<file path="src/rtl/libnet_pkg.sv">
// Shared constants, state type and helpers for the libnet ACK generator.
// Field positions follow the libnet header layout inside the 512-bit frame.
package libnet_pkg;

    localparam int FRAME_W  = 512;
    localparam int KEEP_W   = 64;
    localparam int HDR_BITS = 344;
    localparam int SEQ_W    = 32;
    localparam int SEQ_LSB  = 344;
    localparam int SEQ_MSB  = SEQ_LSB + SEQ_W - 1;
    localparam int ACK_FLAG = 376;
    localparam int SYN_FLAG = 377;
    localparam int CNT_W    = 16;
    localparam int TIMER_W  = 32;

    // 48 valid bytes: 43 header bytes plus seq and flags, rounded up.
    localparam logic [KEEP_W-1:0] ACK_TKEEP = 64'h0000_FFFF_FFFF_FFFF;

    typedef enum logic {
        IDLE = 1'b0,
        SEND = 1'b1
    } ack_state_e;

    function automatic logic [CNT_W-1:0] sat_inc16(input logic [CNT_W-1:0] v);
        return (v == {CNT_W{1'b1}}) ? v : v + 1'b1;
    endfunction

    function automatic logic [TIMER_W-1:0] sat_inc32(input logic [TIMER_W-1:0] v);
        return (v == {TIMER_W{1'b1}}) ? v : v + 1'b1;
    endfunction

endpackage

</file>
<file path="src/rtl/libnet_ack_coalescer.sv">
// Tracks advances of the expected sequence number and decides when an ACK is due.
// frame_seq already reflects a same-cycle advance so a launch never misses it.
module libnet_ack_coalescer #(
    parameter int ACK_COALESCE = 4,
    parameter int ACK_TIMEOUT  = 256
) (
    input  logic        clk,
    input  logic        reset,
    input  logic [31:0] seq_in,
    input  logic        seq_valid,
    input  logic        clear,
    output logic        trigger,
    output logic [31:0] frame_seq
);
    import libnet_pkg::*;

    localparam logic [CNT_W-1:0]   COAL_TH = CNT_W'(ACK_COALESCE);
    localparam logic [TIMER_W-1:0] TMO_TH  = TIMER_W'(ACK_TIMEOUT - 1);

    logic               seen;
    logic [SEQ_W-1:0]   last_seen;
    logic               pending;
    logic [CNT_W-1:0]   pend_cnt;
    logic [TIMER_W-1:0] timer;
    logic               seq_event;

    assign seq_event = seq_valid && (!seen || (seq_in != last_seen));
    assign frame_seq = seq_event ? seq_in : last_seen;
    assign trigger   = pending && ((pend_cnt >= COAL_TH) || (timer >= TMO_TH));

    always_ff @(posedge clk) begin
        if (reset) begin
            seen      <= 1'b0;
            last_seen <= '0;
            pending   <= 1'b0;
            pend_cnt  <= '0;
            timer     <= '0;
        end else begin
            if (seq_event) begin
                last_seen <= seq_in;
                seen      <= 1'b1;
            end
            // A launch absorbs any advance arriving in the same cycle.
            if (clear) begin
                pending  <= 1'b0;
                pend_cnt <= '0;
                timer    <= '0;
            end else if (seq_event) begin
                pending  <= 1'b1;
                pend_cnt <= sat_inc16(pend_cnt);
                timer    <= pending ? sat_inc32(timer) : '0;
            end else if (pending) begin
                timer <= sat_inc32(timer);
            end
        end
    end

endmodule

</file>
<file path="src/rtl/libnet_ack_gen_512.sv">
// Builds single-beat 512-bit libnet ACK frames from coalesced sequence advances
// and presents them on an AXI-Stream master, holding each frame until accepted.
module libnet_ack_gen_512 #(
    parameter int ACK_COALESCE = 4,
    parameter int ACK_TIMEOUT  = 256,
    parameter int SEQ_LSB      = libnet_pkg::SEQ_LSB,
    parameter int ACK_FLAG     = libnet_pkg::ACK_FLAG,
    parameter int SYN_FLAG     = libnet_pkg::SYN_FLAG
) (
    input  logic         clk,
    input  logic         reset,
    input  logic [31:0]  seq_in,
    input  logic         seq_valid,
    input  logic [343:0] hdr_template,
    output logic [511:0] tx_tdata,
    output logic [63:0]  tx_tkeep,
    output logic         tx_tvalid,
    output logic [63:0]  tx_tuser,
    output logic         tx_tlast,
    input  logic         tx_tready,
    output logic [31:0]  ack_count
);
    import libnet_pkg::*;

    ack_state_e         state;
    ack_state_e         state_next;
    logic               trigger;
    logic               launch;
    logic [SEQ_W-1:0]   frame_seq;
    logic [FRAME_W-1:0] frame;

    libnet_ack_coalescer #(
        .ACK_COALESCE (ACK_COALESCE),
        .ACK_TIMEOUT  (ACK_TIMEOUT)
    ) u_coalescer (
        .clk       (clk),
        .reset     (reset),
        .seq_in    (seq_in),
        .seq_valid (seq_valid),
        .clear     (launch),
        .trigger   (trigger),
        .frame_seq (frame_seq)
    );

    always_comb begin
        frame                         = '0;
        frame[HDR_BITS-1:0]           = hdr_template;
        frame[SEQ_LSB +: SEQ_W]       = frame_seq;
        frame[ACK_FLAG]               = 1'b1;
        frame[SYN_FLAG]               = 1'b0;
    end

    always_comb begin
        state_next = state;
        launch     = 1'b0;
        case (state)
            IDLE: begin
                if (trigger) begin
                    launch     = 1'b1;
                    state_next = SEND;
                end
            end
            SEND: begin
                if (tx_tvalid && tx_tready) begin
                    state_next = IDLE;
                end
            end
            default: state_next = IDLE;
        endcase
    end

    always_ff @(posedge clk) begin
        if (reset) begin
            state     <= IDLE;
            tx_tdata  <= '0;
            tx_tkeep  <= '0;
            tx_tvalid <= 1'b0;
            tx_tlast  <= 1'b0;
            ack_count <= '0;
        end else begin
            state <= state_next;
            if (launch) begin
                tx_tdata  <= frame;
                tx_tkeep  <= ACK_TKEEP;
                tx_tlast  <= 1'b1;
                tx_tvalid <= 1'b1;
            end else if ((state == SEND) && tx_tvalid && tx_tready) begin
                tx_tvalid <= 1'b0;
                tx_tlast  <= 1'b0;
                ack_count <= ack_count + 32'd1;
            end
        end
    end

    assign tx_tuser = '0;

endmodule
</file>
<file path="config.mk">
export PLATFORM = sky130hd
export DESIGN_NAME = libnet_ack_gen_512
export DESIGN_NICKNAME = d
export VERILOG_FILES = /design/src/rtl/libnet_pkg.sv /design/src/rtl/libnet_ack_coalescer.sv /design/src/rtl/libnet_ack_gen_512.sv
export SDC_FILE = /design/constraint.sdc
export NUM_CORES = 1
export LEC_CHECK = 0
export BUFFER_PORTS_ARGS = -buffer_cell sky130_fd_sc_hd__buf_2
export CORE_AREA = 8 8 410 412
export CTS_CLUSTER_SIZE = 24
export DETAILED_ROUTE_END_ITERATION = 10
export DIE_AREA = 0 0 418 420
export GPL_TIMING_DRIVEN = 0
export PLACE_DENSITY = 0.3
export SLEW_MARGIN = 10
export SYNTH_ARGS = -nofsm -noshare
export SYNTH_HDL_FRONTEND = slang
export SYNTH_SLANG_ARGS = --single-unit
</file>
<file path="constraint.sdc">
create_clock -name clk -period 5.7 [get_ports clk]
set_clock_uncertainty 0.05 [all_clocks]
set_input_delay 1.14 -clock clk [delete_from_list [all_inputs] [get_ports clk]]
set_output_delay 1.14 -clock clk [all_outputs]
set_load 0.01 [all_outputs]
</file>
==> results.py <==
metrics = {
    "place": {
        "gp_congestion": 0.845,
        "port_buffers": 836,
        "preCtsSetupSlack_ns": 1.32,
        "hpwl_um": 99600,
    },
    "sta": {
        "worst_slack_ns": 1.60,
        "fmax_mhz": 244,
        "setup_viol": 0,
        "hold_viol_final": 0,
        "finalMaxSlewViolations": 0,
        "min_period_ns": 4.10,
        "finalSetupTns_ns": 0,
        "min_period_over_period_pct": 71.9,
        "tightest_slew_ns": 1.05,
        "rsz0062_at_grt": "no",
        "slew_headroom_pct": 30.2,
    },
    "clock_tree": {
        "cts_tree": "done",
        "ctsResizeCount": 0,
        "cts_hold_buf": 0,
        "clock_latency_ns": 0.67,
        "clock_sinks": 493,
        "cts_setup_buffers": 0,
        "root_buffer": "clkbuf_16",
        "htreeDepth": 3,
        "clk_pin_slew_ns": 0.05,
        "cts_buffers": 69,
        "clock_path_buffers": 3,
    },
    "synth": {
        "synth-seq-cells": 493,
        "synth-compound-area-share_pct": 12.4,
        "synthSimpleGateAreaFrac_pct": 20.8,
        "synth_area_um2": 20500,
        "synth-edff-count": 0,
        "synth_mux_area_share_pct": 1.87,
        "synth_area_leaders": "dfxtp_1 (48%), nand2_1 (14%), buf_4 (9.7%), a21oi_1 (9.3%), nor2_1 (2.2%)",
        "async_flop_share_pct": 0,
        "yosysTopAreaCell": "dfxtp_1",
        "syn_inst": 2552,
        "yosys.area_share.adder_pct": 0.244,
        "synth_xor_area_share_pct": 3.24,
        "synth_commonest_cells": "nand2_1 (741), dfxtp_1 (493), a21oi_1 (383)",
        "syn_avg_cell_area_um2": 8.04,
        "synth_top_flop_cell": "dfxtp_1",
        "ys_seq_area_share_pct": 48.1,
        "synth_most_common_cell": "nand2_1",
        "synth_top_family_by_area": "simple AND/OR/NAND/NOR gates",
        "yosysUniqueCellTypes": 48,
        "yosysWarnings": 0,
        "synth_top_area_share_pct": 48.1,
    },
    "detailed_routing": {
        "drcViolationCount": 0,
        "vias_per_cell": 3.50,
        "antenna_left": 0,
        "drt-pass1-iter-count": 5,
        "routed_wl_um": 122000,
        "drt-initial-drc-count": 1056,
        "drt-wirelength-per-cell_um": 20.6,
        "num_vias": 20700,
    },
    "floorplanning": {
        "io_pins": 1054,
        "initial_utilization_pct": 12.7,
        "dieArea_um2": 176000,
        "chipWidth_um": 418,
        "die_h_um": 420,
        "std_cell_rows": 148,
        "core_um2": 162000,
    },
    "layout": {
        "nFillCells": 18500,
        "synthToLayoutAreaGrowth_pct": 49.7,
        "multi_input_area_um2": 8730,
        "seq_area_um2": 9870,
        "layout.nets": 4058,
        "drive_gt1_share_pct": 34.4,
    },
    "worst_setup_path": {
        "cp_slowest_stage_delay_ns": 0.80,
        "path_buf_inv": 3,
        "crit_fanout": 10,
        "worst-setup-path-type": "flop to flop",
        "startpoint_type": "flop",
        "critical_path_arrival_ns": 4.64,
        "cpMostUsedCell": "clkbuf_1",
        "end_kind": "flop",
        "cp_data_required_time_ns": 6.24,
        "crit_family": "buffers and inverters",
        "crit_slowest_cell": "clkbuf_1",
        "path_cells": "ha_1 -> nand3_1 -> nor3_1 -> o41a_1 -> clkbuf_1 -> clkbuf_1 -> clkbuf_1 -> nand2_1 -> a21oi_1",
    },
    "global_routing": {
        "grt_pass1_wl_um": 162000,
        "antenna_found_initial": 62,
        "grt_usage_pct": 13.0,
        "grt_overflow": 0,
        "first_global_vias": 20100,
        "grt_max_degree": 44,
    },
    "job": {
        "drv_cap": 0,
    },
    "run_status": {
        "outcome": "completed",
    },
    "pwr": {
        "power.density_nw_per_um2": 282,
        "peakVddDrop_mv": 0.182,
        "p_leak_nw": 13.4,
    },
    "hold_path": {
        "hp-class": "flop to flop",
    },
}
sequential cells by signal, summed over array words and instances (netlist names):
signal	cells
ack_count	32
state	1
tx_tdata	376
tx_tkeep	1
tx_tlast	1
u_coalescer.last_seen	32
u_coalescer.pend_cnt	16
u_coalescer.pending	1
u_coalescer.seen	1
u_coalescer.timer	32
cell usage in the layout, fill, tap and decap left out, types with 17 or more instances in the layout:
master,instances
buf_4,265
clkbuf_8,17
mux2i_1,35
diode_2,17
a21oi_1,383
xnor2_1,39
conb_1,215
nand2_1,741
nand4_1,20
a211oi_1,35
buf_2,890
xor2_1,37
clkbuf_16,69
nor2_1,120
clkbuf_1,109
nor4_1,19
dfxtp_1,492
nand3_1,56
worst min-delay path, cell delays in order, from the launching register on:
cell and delay, ns:
dfxtp_1 0.30, nand2_1 0.05, a21oi_1 0.05
per-stage QoR:
stage	power, W	hold slack [ns]	util (%)	cell area (um^2)	cells
floorplan	0.00388	0.390	-	21300	2766
global placement	0.00415	0.390	17.5	28200	5777
detailed placement	0.00414	0.393	17.5	28300	5778
CTS	0.00888	0.401	19.0	30700	5902
global route	0.00906	0.414	19.0	30700	5913
finish	0.00868	0.397	19.0	30700	5919
final cells by class:
class                      count  area share, %
sequential                   493           32.1
multi-input combinational   1832           28.4
timing repair buffer         837           13.7
tap                         2175           8.86
buffer                       426           8.73
clock buffer                  98           6.53
clock inverter                26           1.32
inverter                      15          0.183
antenna                       17          0.138
power by group:
| part | leakage, nW | switching (W) | internal [W] | total [W] |
|---|---|---|---|---|
| logic | 8.21 | 0.000331 | 0.000252 | 0.000583 |
| clock network | 1.18 | 0.00188 | 0.00272 | 0.00460 |
| registers | 3.98 | 0.0000171 | 0.00347 | 0.00349 |
| total | 13.4 | 0.00223 | 0.00644 | 0.00868 |
cell families after synthesis:
kind of cell,after synthesis
AOI/OAI and AO/OA,469
adders and majority gates,4
DFF,493
other,1
muxes,38
xor gates and xnor gates,76
and+or+nand+nor,1030
buffers and inverters,441
per-layer routing:
metal	GRT usage, %	vias up	share of wire (%)
li1	-	10200	-
met1	14.2	9622	37
met2	23.5	649	52
met3	4.19	203	7.2
met4	4.45	8	3.0
met5	0	-	0.040
worst paths after layout:
kind                        end  slack (ns)            startpoint  depth (start not counted)
setup / recovery  tx_tdata[270]        1.60  u_coalescer.timer[0]                          9
hold / removal     tx_tdata[98]        0.40          tx_tdata[98]                          2
setup reg to reg  tx_tdata[270]        1.60  u_coalescer.timer[0]                          9
hold reg to reg    tx_tdata[98]        0.40          tx_tdata[98]                          2
No activity file was read; power rests on OpenSTA's default activity.
